File: src/rtl/pipeline_hazard_ctrl_pkg.sv
// -----------------------------------------------------------------------------
// pipeline_hazard_ctrl_pkg
// Shared constants for the 5-stage RISC-V hazard sequencer:
//   - RV32I major opcodes used by hazard decode (LOAD/STORE/OP/BRANCH/JAL/JALR)
//   - 2-bit FSM state encodings HZ_RUN / HZ_LOAD_STALL / HZ_CTRL_WAIT /
//     HZ_MEM_WAIT and the enum type built on them
//   - bundle type for the pipeline control strobes
//   - helper telling whether an opcode reads rs2
// No ports (package).
// -----------------------------------------------------------------------------
package pipeline_hazard_ctrl_pkg;

    localparam logic [6:0] OPCODE_LOAD   = 7'b0000011;
    localparam logic [6:0] OPCODE_STORE  = 7'b0100011;
    localparam logic [6:0] OPCODE_OP     = 7'b0110011;
    localparam logic [6:0] OPCODE_BRANCH = 7'b1100011;
    localparam logic [6:0] OPCODE_JAL    = 7'b1101111;
    localparam logic [6:0] OPCODE_JALR   = 7'b1100111;

    localparam logic [1:0] HZ_RUN        = 2'd0;
    localparam logic [1:0] HZ_LOAD_STALL = 2'd1;
    localparam logic [1:0] HZ_CTRL_WAIT  = 2'd2;
    localparam logic [1:0] HZ_MEM_WAIT   = 2'd3;

    typedef enum logic [1:0] {
        ST_RUN        = HZ_RUN,
        ST_LOAD_STALL = HZ_LOAD_STALL,
        ST_CTRL_WAIT  = HZ_CTRL_WAIT,
        ST_MEM_WAIT   = HZ_MEM_WAIT
    } hz_state_e;

    typedef struct packed {
        logic pc_en;
        logic if_id_en;
        logic if_id_flush;
        logic id_ex_flush;
        logic pipe_hold;
    } hz_ctrl_t;

    // Only BRANCH, STORE and OP carry a real rs2 operand; for other formats
    // the rs2 field is immediate bits and must not create a false hazard.
    function automatic logic opc_uses_rs2(input logic [6:0] opc);
        return (opc == OPCODE_BRANCH) || (opc == OPCODE_STORE) || (opc == OPCODE_OP);
    endfunction

endpackage

File: src/rtl/pipeline_hazard_ctrl_hazard_detect.sv
// -----------------------------------------------------------------------------
// pipeline_hazard_ctrl_hazard_detect  (hazard_detect)
// Purely combinational hazard decode for the ID/EX stages.
//   i_id_valid, i_id_opc, i_id_rs1, i_id_rs2 : ID-stage instruction
//   i_ex_valid, i_ex_opc, i_ex_rd            : EX-stage instruction
//   o_load_use : EX holds a load whose rd (non-x0) is read by the ID instruction
//   o_is_ctrl  : ID holds a control-transfer instruction that freezes fetch
// Optional macro BRANCH_PREDICT_NT_EN: conditional branches are predicted
// not-taken and therefore no longer count as fetch-freezing control ops.
// -----------------------------------------------------------------------------
module pipeline_hazard_ctrl_hazard_detect
    import pipeline_hazard_ctrl_pkg::*;
(
    input  logic       i_id_valid,
    input  logic [6:0] i_id_opc,
    input  logic [4:0] i_id_rs1,
    input  logic [4:0] i_id_rs2,
    input  logic       i_ex_valid,
    input  logic [6:0] i_ex_opc,
    input  logic [4:0] i_ex_rd,
    output logic       o_load_use,
    output logic       o_is_ctrl
);

    logic w_uses_rs2;
    logic w_ex_load;
    logic w_rs1_hit;
    logic w_rs2_hit;
    logic w_ctrl_opc;

    assign w_uses_rs2 = opc_uses_rs2(i_id_opc);

    // x0 is hard-wired zero, so a load into it never produces a dependency.
    assign w_ex_load  = i_ex_valid && (i_ex_opc == OPCODE_LOAD) && (i_ex_rd != 5'd0);
    assign w_rs1_hit  = (i_id_rs1 == i_ex_rd);
    assign w_rs2_hit  = (i_id_rs2 == i_ex_rd) && w_uses_rs2;
    assign o_load_use = w_ex_load && i_id_valid && (w_rs1_hit || w_rs2_hit);

`ifdef BRANCH_PREDICT_NT_EN
    assign w_ctrl_opc = (i_id_opc == OPCODE_JAL) || (i_id_opc == OPCODE_JALR);
`else
    assign w_ctrl_opc = (i_id_opc == OPCODE_JAL) || (i_id_opc == OPCODE_JALR) ||
                        (i_id_opc == OPCODE_BRANCH);
`endif

    assign o_is_ctrl = i_id_valid && w_ctrl_opc;

endmodule

File: src/rtl/pipeline_hazard_ctrl.sv
// -----------------------------------------------------------------------------
// pipeline_hazard_ctrl
// Central stall/flush sequencer for the 5-stage RISC-V pipeline.
// A registered FSM (RUN / LOAD_STALL / CTRL_WAIT / MEM_WAIT) with a stall
// down-counter; all outputs are combinational in state + current inputs.
//
// Parameters:
//   LOAD_STALL_CYC : total bubbles inserted on a load-use hazard (1..3)
//   CTRL_STALL_CYC : fetch-freeze cycles after a control op leaves ID (1..3)
//   CNT_W          : counter width, holds max(LOAD_STALL_CYC, CTRL_STALL_CYC)
//
// Ports:
//   clk, rst_n (synchronous, active-low)
//   id_valid, id_opc, id_rs1, id_rs2        : ID-stage instruction
//   ex_valid, ex_opc, ex_rd                 : EX-stage instruction
//   ex_branch_taken                         : EX redirect pulse
//   mem_busy                                : data memory not ready
//   pc_en, if_id_en, if_id_flush,
//   id_ex_flush, pipe_hold                  : pipeline control strobes
//   stall_active                            : FSM outside RUN
//
// Optional macro BRANCH_PREDICT_NT_EN: conditional branches are fetched
// not-taken; a taken branch resolved in EX flushes IF/ID and ID/EX for one
// cycle while the PC loads the target. JAL/JALR still use CTRL_WAIT.
// -----------------------------------------------------------------------------
module pipeline_hazard_ctrl
    import pipeline_hazard_ctrl_pkg::*;
#(
    parameter int LOAD_STALL_CYC = 1,
    parameter int CTRL_STALL_CYC = 2,
    parameter int CNT_W          = 2
) (
    input  logic       clk,
    input  logic       rst_n,
    input  logic       id_valid,
    input  logic [6:0] id_opc,
    input  logic [4:0] id_rs1,
    input  logic [4:0] id_rs2,
    input  logic       ex_valid,
    input  logic [6:0] ex_opc,
    input  logic [4:0] ex_rd,
    input  logic       ex_branch_taken,
    input  logic       mem_busy,
    output logic       pc_en,
    output logic       if_id_en,
    output logic       if_id_flush,
    output logic       id_ex_flush,
    output logic       pipe_hold,
    output logic       stall_active
);

    // The detecting RUN cycle already delivers the first load bubble, so
    // LOAD_STALL only covers the remaining LOAD_STALL_CYC-1 cycles and is
    // skipped entirely for a single-bubble configuration.
    localparam bit              LOAD_NEEDS_STATE = (LOAD_STALL_CYC > 1);
    localparam logic [CNT_W-1:0] LOAD_CNT_INIT   =
        (LOAD_STALL_CYC > 1) ? CNT_W'(LOAD_STALL_CYC - 2) : '0;
    // CTRL_WAIT's cnt==0 cycle is the exit cycle (pc_en=1), so detect cycle
    // plus CTRL_STALL_CYC-1 wait cycles give CTRL_STALL_CYC frozen fetches.
    localparam logic [CNT_W-1:0] CTRL_CNT_INIT   = CNT_W'(CTRL_STALL_CYC - 1);

    hz_state_e        r_state;
    hz_state_e        r_ret;
    logic [CNT_W-1:0] r_cnt;

    logic     w_load_use;
    logic     w_is_ctrl;
    logic     w_redirect;
    logic     w_cnt_zero;
    logic     w_ctrl_exit;
    hz_ctrl_t w_ctrl;

    pipeline_hazard_ctrl_hazard_detect u_hazard_detect (
        .i_id_valid (id_valid),
        .i_id_opc   (id_opc),
        .i_id_rs1   (id_rs1),
        .i_id_rs2   (id_rs2),
        .i_ex_valid (ex_valid),
        .i_ex_opc   (ex_opc),
        .i_ex_rd    (ex_rd),
        .o_load_use (w_load_use),
        .o_is_ctrl  (w_is_ctrl)
    );

    // A taken branch redirect in RUN only exists with not-taken prediction;
    // otherwise branches are always waited out in CTRL_WAIT.
`ifdef BRANCH_PREDICT_NT_EN
    assign w_redirect = ex_branch_taken;
`else
    assign w_redirect = 1'b0;
`endif

    assign w_cnt_zero  = (r_cnt == '0);
    // Memory wait outranks leaving CTRL_WAIT; the exit is retried on return.
    assign w_ctrl_exit = !mem_busy && (ex_branch_taken || w_cnt_zero);

    always_ff @(posedge clk) begin
        if (!rst_n) begin
            r_state <= ST_RUN;
            r_ret   <= ST_RUN;
            r_cnt   <= '0;
        end else begin
            case (r_state)
                ST_RUN: begin
                    if (mem_busy) begin
                        r_state <= ST_MEM_WAIT;
                        r_ret   <= ST_RUN;
                    end else if (w_redirect) begin
                        // ID holds a wrong-path instruction being flushed;
                        // its hazards are irrelevant.
                        r_state <= ST_RUN;
                    end else if (w_load_use) begin
                        if (LOAD_NEEDS_STATE) begin
                            r_state <= ST_LOAD_STALL;
                            r_cnt   <= LOAD_CNT_INIT;
                        end
                    end else if (w_is_ctrl) begin
                        r_state <= ST_CTRL_WAIT;
                        r_cnt   <= CTRL_CNT_INIT;
                    end
                end
                ST_LOAD_STALL: begin
                    if (mem_busy) begin
                        r_state <= ST_MEM_WAIT;
                        r_ret   <= ST_LOAD_STALL;
                    end else if (w_cnt_zero) begin
                        r_state <= ST_RUN;
                    end else begin
                        r_cnt <= r_cnt - CNT_W'(1);
                    end
                end
                ST_CTRL_WAIT: begin
                    if (mem_busy) begin
                        r_state <= ST_MEM_WAIT;
                        r_ret   <= ST_CTRL_WAIT;
                    end else if (w_ctrl_exit) begin
                        r_state <= ST_RUN;
                        r_cnt   <= '0;
                    end else begin
                        r_cnt <= r_cnt - CNT_W'(1);
                    end
                end
                ST_MEM_WAIT: begin
                    // cnt is deliberately left untouched while waiting.
                    if (!mem_busy) begin
                        r_state <= r_ret;
                    end
                end
                default: begin
                    r_state <= ST_RUN;
                end
            endcase
        end
    end

    always_comb begin
        w_ctrl.pc_en       = 1'b1;
        w_ctrl.if_id_en    = 1'b1;
        w_ctrl.if_id_flush = 1'b0;
        w_ctrl.id_ex_flush = 1'b0;
        w_ctrl.pipe_hold   = 1'b0;
        if (!rst_n) begin
            w_ctrl.pc_en       = 1'b0;
            w_ctrl.if_id_en    = 1'b0;
            w_ctrl.if_id_flush = 1'b1;
            w_ctrl.id_ex_flush = 1'b1;
        end else begin
            case (r_state)
                ST_RUN: begin
                    if (mem_busy) begin
                        // Normal strobes; the hold starts from MEM_WAIT.
                    end else if (w_redirect) begin
                        w_ctrl.if_id_flush = 1'b1;
                        w_ctrl.id_ex_flush = 1'b1;
                    end else if (w_load_use) begin
                        w_ctrl.pc_en       = 1'b0;
                        w_ctrl.if_id_en    = 1'b0;
                        w_ctrl.id_ex_flush = 1'b1;
                    end else if (w_is_ctrl) begin
                        // Control op moves on to EX; the fetch behind it is squashed.
                        w_ctrl.pc_en       = 1'b0;
                        w_ctrl.if_id_flush = 1'b1;
                    end
                end
                ST_LOAD_STALL: begin
                    w_ctrl.pc_en       = 1'b0;
                    w_ctrl.if_id_en    = 1'b0;
                    w_ctrl.id_ex_flush = 1'b1;
                end
                ST_CTRL_WAIT: begin
                    // PC opens on the exit cycle so the redirect target loads.
                    w_ctrl.pc_en       = w_ctrl_exit;
                    w_ctrl.if_id_flush = 1'b1;
                end
                ST_MEM_WAIT: begin
                    w_ctrl.pc_en     = 1'b0;
                    w_ctrl.if_id_en  = 1'b0;
                    w_ctrl.pipe_hold = 1'b1;
                end
                default: begin
                    w_ctrl.pc_en = 1'b1;
                end
            endcase
        end
    end

    assign pc_en        = w_ctrl.pc_en;
    assign if_id_en     = w_ctrl.if_id_en;
    assign if_id_flush  = w_ctrl.if_id_flush;
    assign id_ex_flush  = w_ctrl.id_ex_flush;
    assign pipe_hold    = w_ctrl.pipe_hold;
    assign stall_active = rst_n && (r_state != ST_RUN);

endmodule
File: config.mk
export PLATFORM = sky130hd
export DESIGN_NAME = pipeline_hazard_ctrl
export DESIGN_NICKNAME = d
export VERILOG_FILES = /design/src/rtl/pipeline_hazard_ctrl_pkg.sv /design/src/rtl/pipeline_hazard_ctrl_hazard_detect.sv /design/src/rtl/pipeline_hazard_ctrl.sv
export SDC_FILE = /design/constraint.sdc
export NUM_CORES = 1
export LEC_CHECK = 0
export ABC_AREA = 1
export CORE_MARGIN = 1
export CORE_UTILIZATION = 42
export CTS_CLUSTER_DIAMETER = 150
export DETAILED_ROUTE_END_ITERATION = 12
export PLACE_DENSITY = 0.89
export SYNTH_ARGS = -nofsm -noshare
export SYNTH_HDL_FRONTEND = slang
export SYNTH_HIERARCHICAL = 1
export SYNTH_SLANG_ARGS = --single-unit
export TNS_END_PERCENT = 50
File: constraint.sdc
create_clock -name clk -period 5 [get_ports clk]
set_clock_uncertainty 0.2 [all_clocks]
set_input_delay 1.25 -clock clk [delete_from_list [all_inputs] [get_ports clk]]
set_output_delay 1.25 -clock clk [all_outputs]
set_load 0.02 [all_outputs]
==> metrics.txt <==
root buf cell=sky130_fd_sc_hd__clkbuf_4; Gate Count Post-Synth=around 150; post-synthesis share of cell area spent on full adders, half adders and majority gates=7.84%; Setup Fix Bufs, Post-CTS=0; Seq/Total Area, Yosys=15.0%; switch share=42.9%; Via density=4.82; Setup violations, final=0; number of clock sinks=6; number of placed cells counting well taps=216; net count of the mapped netlist=191; CP Launch Type=input port; outcome=complete, no violations; Routed Wire Length=2320 um; footprint of the multi-input gates=around 560 um^2; die footprint=2080 um^2; number of synthesized flops with an enable pin=0; power density cells=236 nW/um^2; Final Hold Fails=0; biggest fanout along the worst timing path=4; Post-Synthesis Mean Instance Area=5.29 um^2; clock tree from TritonCTS=yes; starting utilization of the core area=45.7%; length of the first detailed-routing pass in iterations=4; synth warn=6; total track usage=25.6%; number of global-route vias before repair=approximately 960; setup tns final=0 ns; data required time at the worst endpoint=3.55 ns; number of H-tree branching levels=1; area fraction in compound gates after synthesis=between 10% and 20%; Cell variety after synth=22; static leakage=0.000627 uW; max_cap viols=0; DRC violation count after routing=0; area growth from synthesis to layout=56.4%; Inserted Diodes=0; sequential fraction of design power=22.0%; number of filler cells placed in the layout=149; Port-buffer cells=40; top flip-flop cell by instance count after synthesis=sky130_fd_sc_hd__dfxtp_1; combinational family with the most area after synthesis=simple AND/OR/NAND/NOR gates; fraction of final layout cells with drive strength greater than 1=5.67%; Slew Limit Fails=0; library cell occupying the most area in the post-synthesis netlist=sky130_fd_sc_hd__nand2_1; worst hold-check path type=reg2reg; area share of xor/xnor cells in the synthesized design=3.29%; Power Internal=about 170 uW; CTS Buffer Depth=2; power spent charging and discharging nets=127 uW; maximum operating frequency=210 MHz; most common library cell in the layout ignoring fill and taps=sky130_fd_sc_hd__nand2_1; flip-flop and latch count after synthesis=6; transition time at the pin with the least slew margin=slightly below 0.3 ns; number of vias in the routed layout=1055; Worst IR Drop VDD=0.186 mV; area occupied by registers=120 um^2; placer's final routability congestion estimate=0.905; top-area cell type share of the netlist area=around a quarter; number of nets still failing antenna checks after routing=0; final non-filler cell total=219; hold slack final=around 0.28 ns; DP Area=approximately 1200 um^2; Gates resized, CTS repair=0; wire length of the first global-routing pass=roughly 3800 um; mux cell area share after synthesis=0%; top post-synthesis cells by area=sky130_fd_sc_hd__nand2_1 25%, sky130_fd_sc_hd__dfxtp_1 15%, sky130_fd_sc_hd__inv_1 12%; Num CTS Buffers=3; relative contribution of the clock network to total power=between 10% and 20%; clock insertion delay at the later pin of the skew report=about 0.25 ns; CORE AREA=1750 um^2; clock slew at reported path FFs=0.05 ns; number of hold-repair buffers added at the cts stage=0; kind of end point of the critical path=output port; number of antenna violations at the first check in global routing=0; detailed-placement wirelength estimate=2030 um; number of placement rows=15; arrival time worst endpoint=3.32 ns; share of synthesized cell area in and, or, nand and nor gates=46.6%; count of routing violations after the opening detailed-route iteration=24; Boundary Pins=41; Setup Crit Path Kind=in2out; Tcrit/Tclk final=around 95%; Synth async-reset ratio=0%; most frequent cells in the layout=54 x sky130_fd_sc_hd__nand2_1, 40 x sky130_fd_sc_hd__clkdlybuf4s50_1, 26 x sky130_fd_sc_hd__inv_1; max_slew headroom=about 80%; unrepaired setup endpoints after global routing=false; Final min period=between 4 and 5 ns; final cell area excluding filler cells=1250 um^2; Comb pwr share=61.7%; largest net degree at the start of global routing=9; DIE WIDTH=45.6 um; mapped cell area=798 um^2; number of nets in the layout=236; DR WL/cell=roughly 11 um; die height=45.6 um; overflow left after global routing=0
==> final cells by class <==
class,instances,area share [%]
Inverter,28,8.42
Sequential cell,6,9.62
Timing Repair Buffer,41,32.7
Clock buffer,3,1.80
Multi-Input combinational cell,116,45.0
Tap cell,25,2.51
==> path summary, 6_finish.rpt <==
path | slack (ns) | start | depth (start not counted) | endpoint
worst max-delay path | 0.23 | ex_rd[2] | 9 | if_id_en
worst min-delay path | 0.28 | r_ret[0]$_SDFFE_PN0P_ | 2 | r_ret[0]$_SDFFE_PN0P_
worst max register to register | 3.29 | r_state[0]$_SDFFE_PN0P_ | 8 | r_state[0]$_SDFFE_PN0P_
worst min register to register | 0.28 | r_ret[0]$_SDFFE_PN0P_ | 2 | r_ret[0]$_SDFFE_PN0P_
==> power by group through the flow <==
stage / combinational (uW) / sequential (uW) / clock [uW]
4_1_cts: 181 / 64.8 / 49.0
3_3_place_gp: 174 / 65.0 / 0
6_report: 182 / 64.9 / 48.3
5_1_grt: 202 / 66.0 / 53.1
3_5_place_dp: 180 / 65.9 / 0
2_1_floorplan: 117 / 63.8 / 0
==> registers in the layout, summed over array words and instances, names as in the netlist <==
register  count
r_cnt         2
r_ret         2
r_state       2
==> kinds of logic (layout without fill, tap and decap cells) <==
| kind of cell | Yosys count | in the layout |
|---|---|---|
| AND/OR/NAND/NOR | 91 | 91 |
| AO/OA/AOI/OAI | 17 | 17 |
| flip-flops | 6 | 6 |
| buffers and inverters | 29 | 72 |
| XOR/XNOR | 3 | 3 |
| adder cells (fa/ha/maj) | 5 | 5 |
==> critical path: stages <==
cell	delay, ns
sky130_fd_sc_hd__clkdlybuf4s50_1	0.48
sky130_fd_sc_hd__nor3_1	0.24
sky130_fd_sc_hd__nand3_1	0.09
sky130_fd_sc_hd__nand3_1	0.10
sky130_fd_sc_hd__a21oi_2	0.06
sky130_fd_sc_hd__a31oi_1	0.22
sky130_fd_sc_hd__nand2_1	0.13
sky130_fd_sc_hd__o21ai_2	0.13
sky130_fd_sc_hd__clkdlybuf4s50_1	0.63
==> synthesized netlist by cell type (2+ instances only) <==
library cell / n
sky130_fd_sc_hd__a21oi_1: 8
sky130_fd_sc_hd__nor2_1: 20
sky130_fd_sc_hd__dfxtp_1: 6
sky130_fd_sc_hd__xnor2_1: 2
sky130_fd_sc_hd__nor3_1: 3
sky130_fd_sc_hd__nand3_1: 10
sky130_fd_sc_hd__a31oi_1: 3
sky130_fd_sc_hd__ha_1: 5
sky130_fd_sc_hd__inv_1: 26
sky130_fd_sc_hd__nand2_1: 54
sky130_fd_sc_hd__o21ai_0: 2
sky130_fd_sc_hd__inv_2: 2
==> metal layers <==
metal	vias to the layer above	wire length, um	share of wire, %	global-route usage (%)
met5	-	0	0	0
met4	0	34	1.5	13.3
met3	4	86	3.7	5.56
met2	32	1180	51	43.1
met1	463	1010	44	29.9
li1	556	-	-	-
==> stage by stage <==
stage	util (%)	setup slack, ns	power [uW]
after CTS	71.5	0.224	295
after global routing	71.5	0.0427	321
after detailed placement	70.3	0.234	246
final	71.5	0.233	295
after floorplan	-	1.26	181
after global placement	70.3	0.334	239
Power figures use the tool's default switching activity.
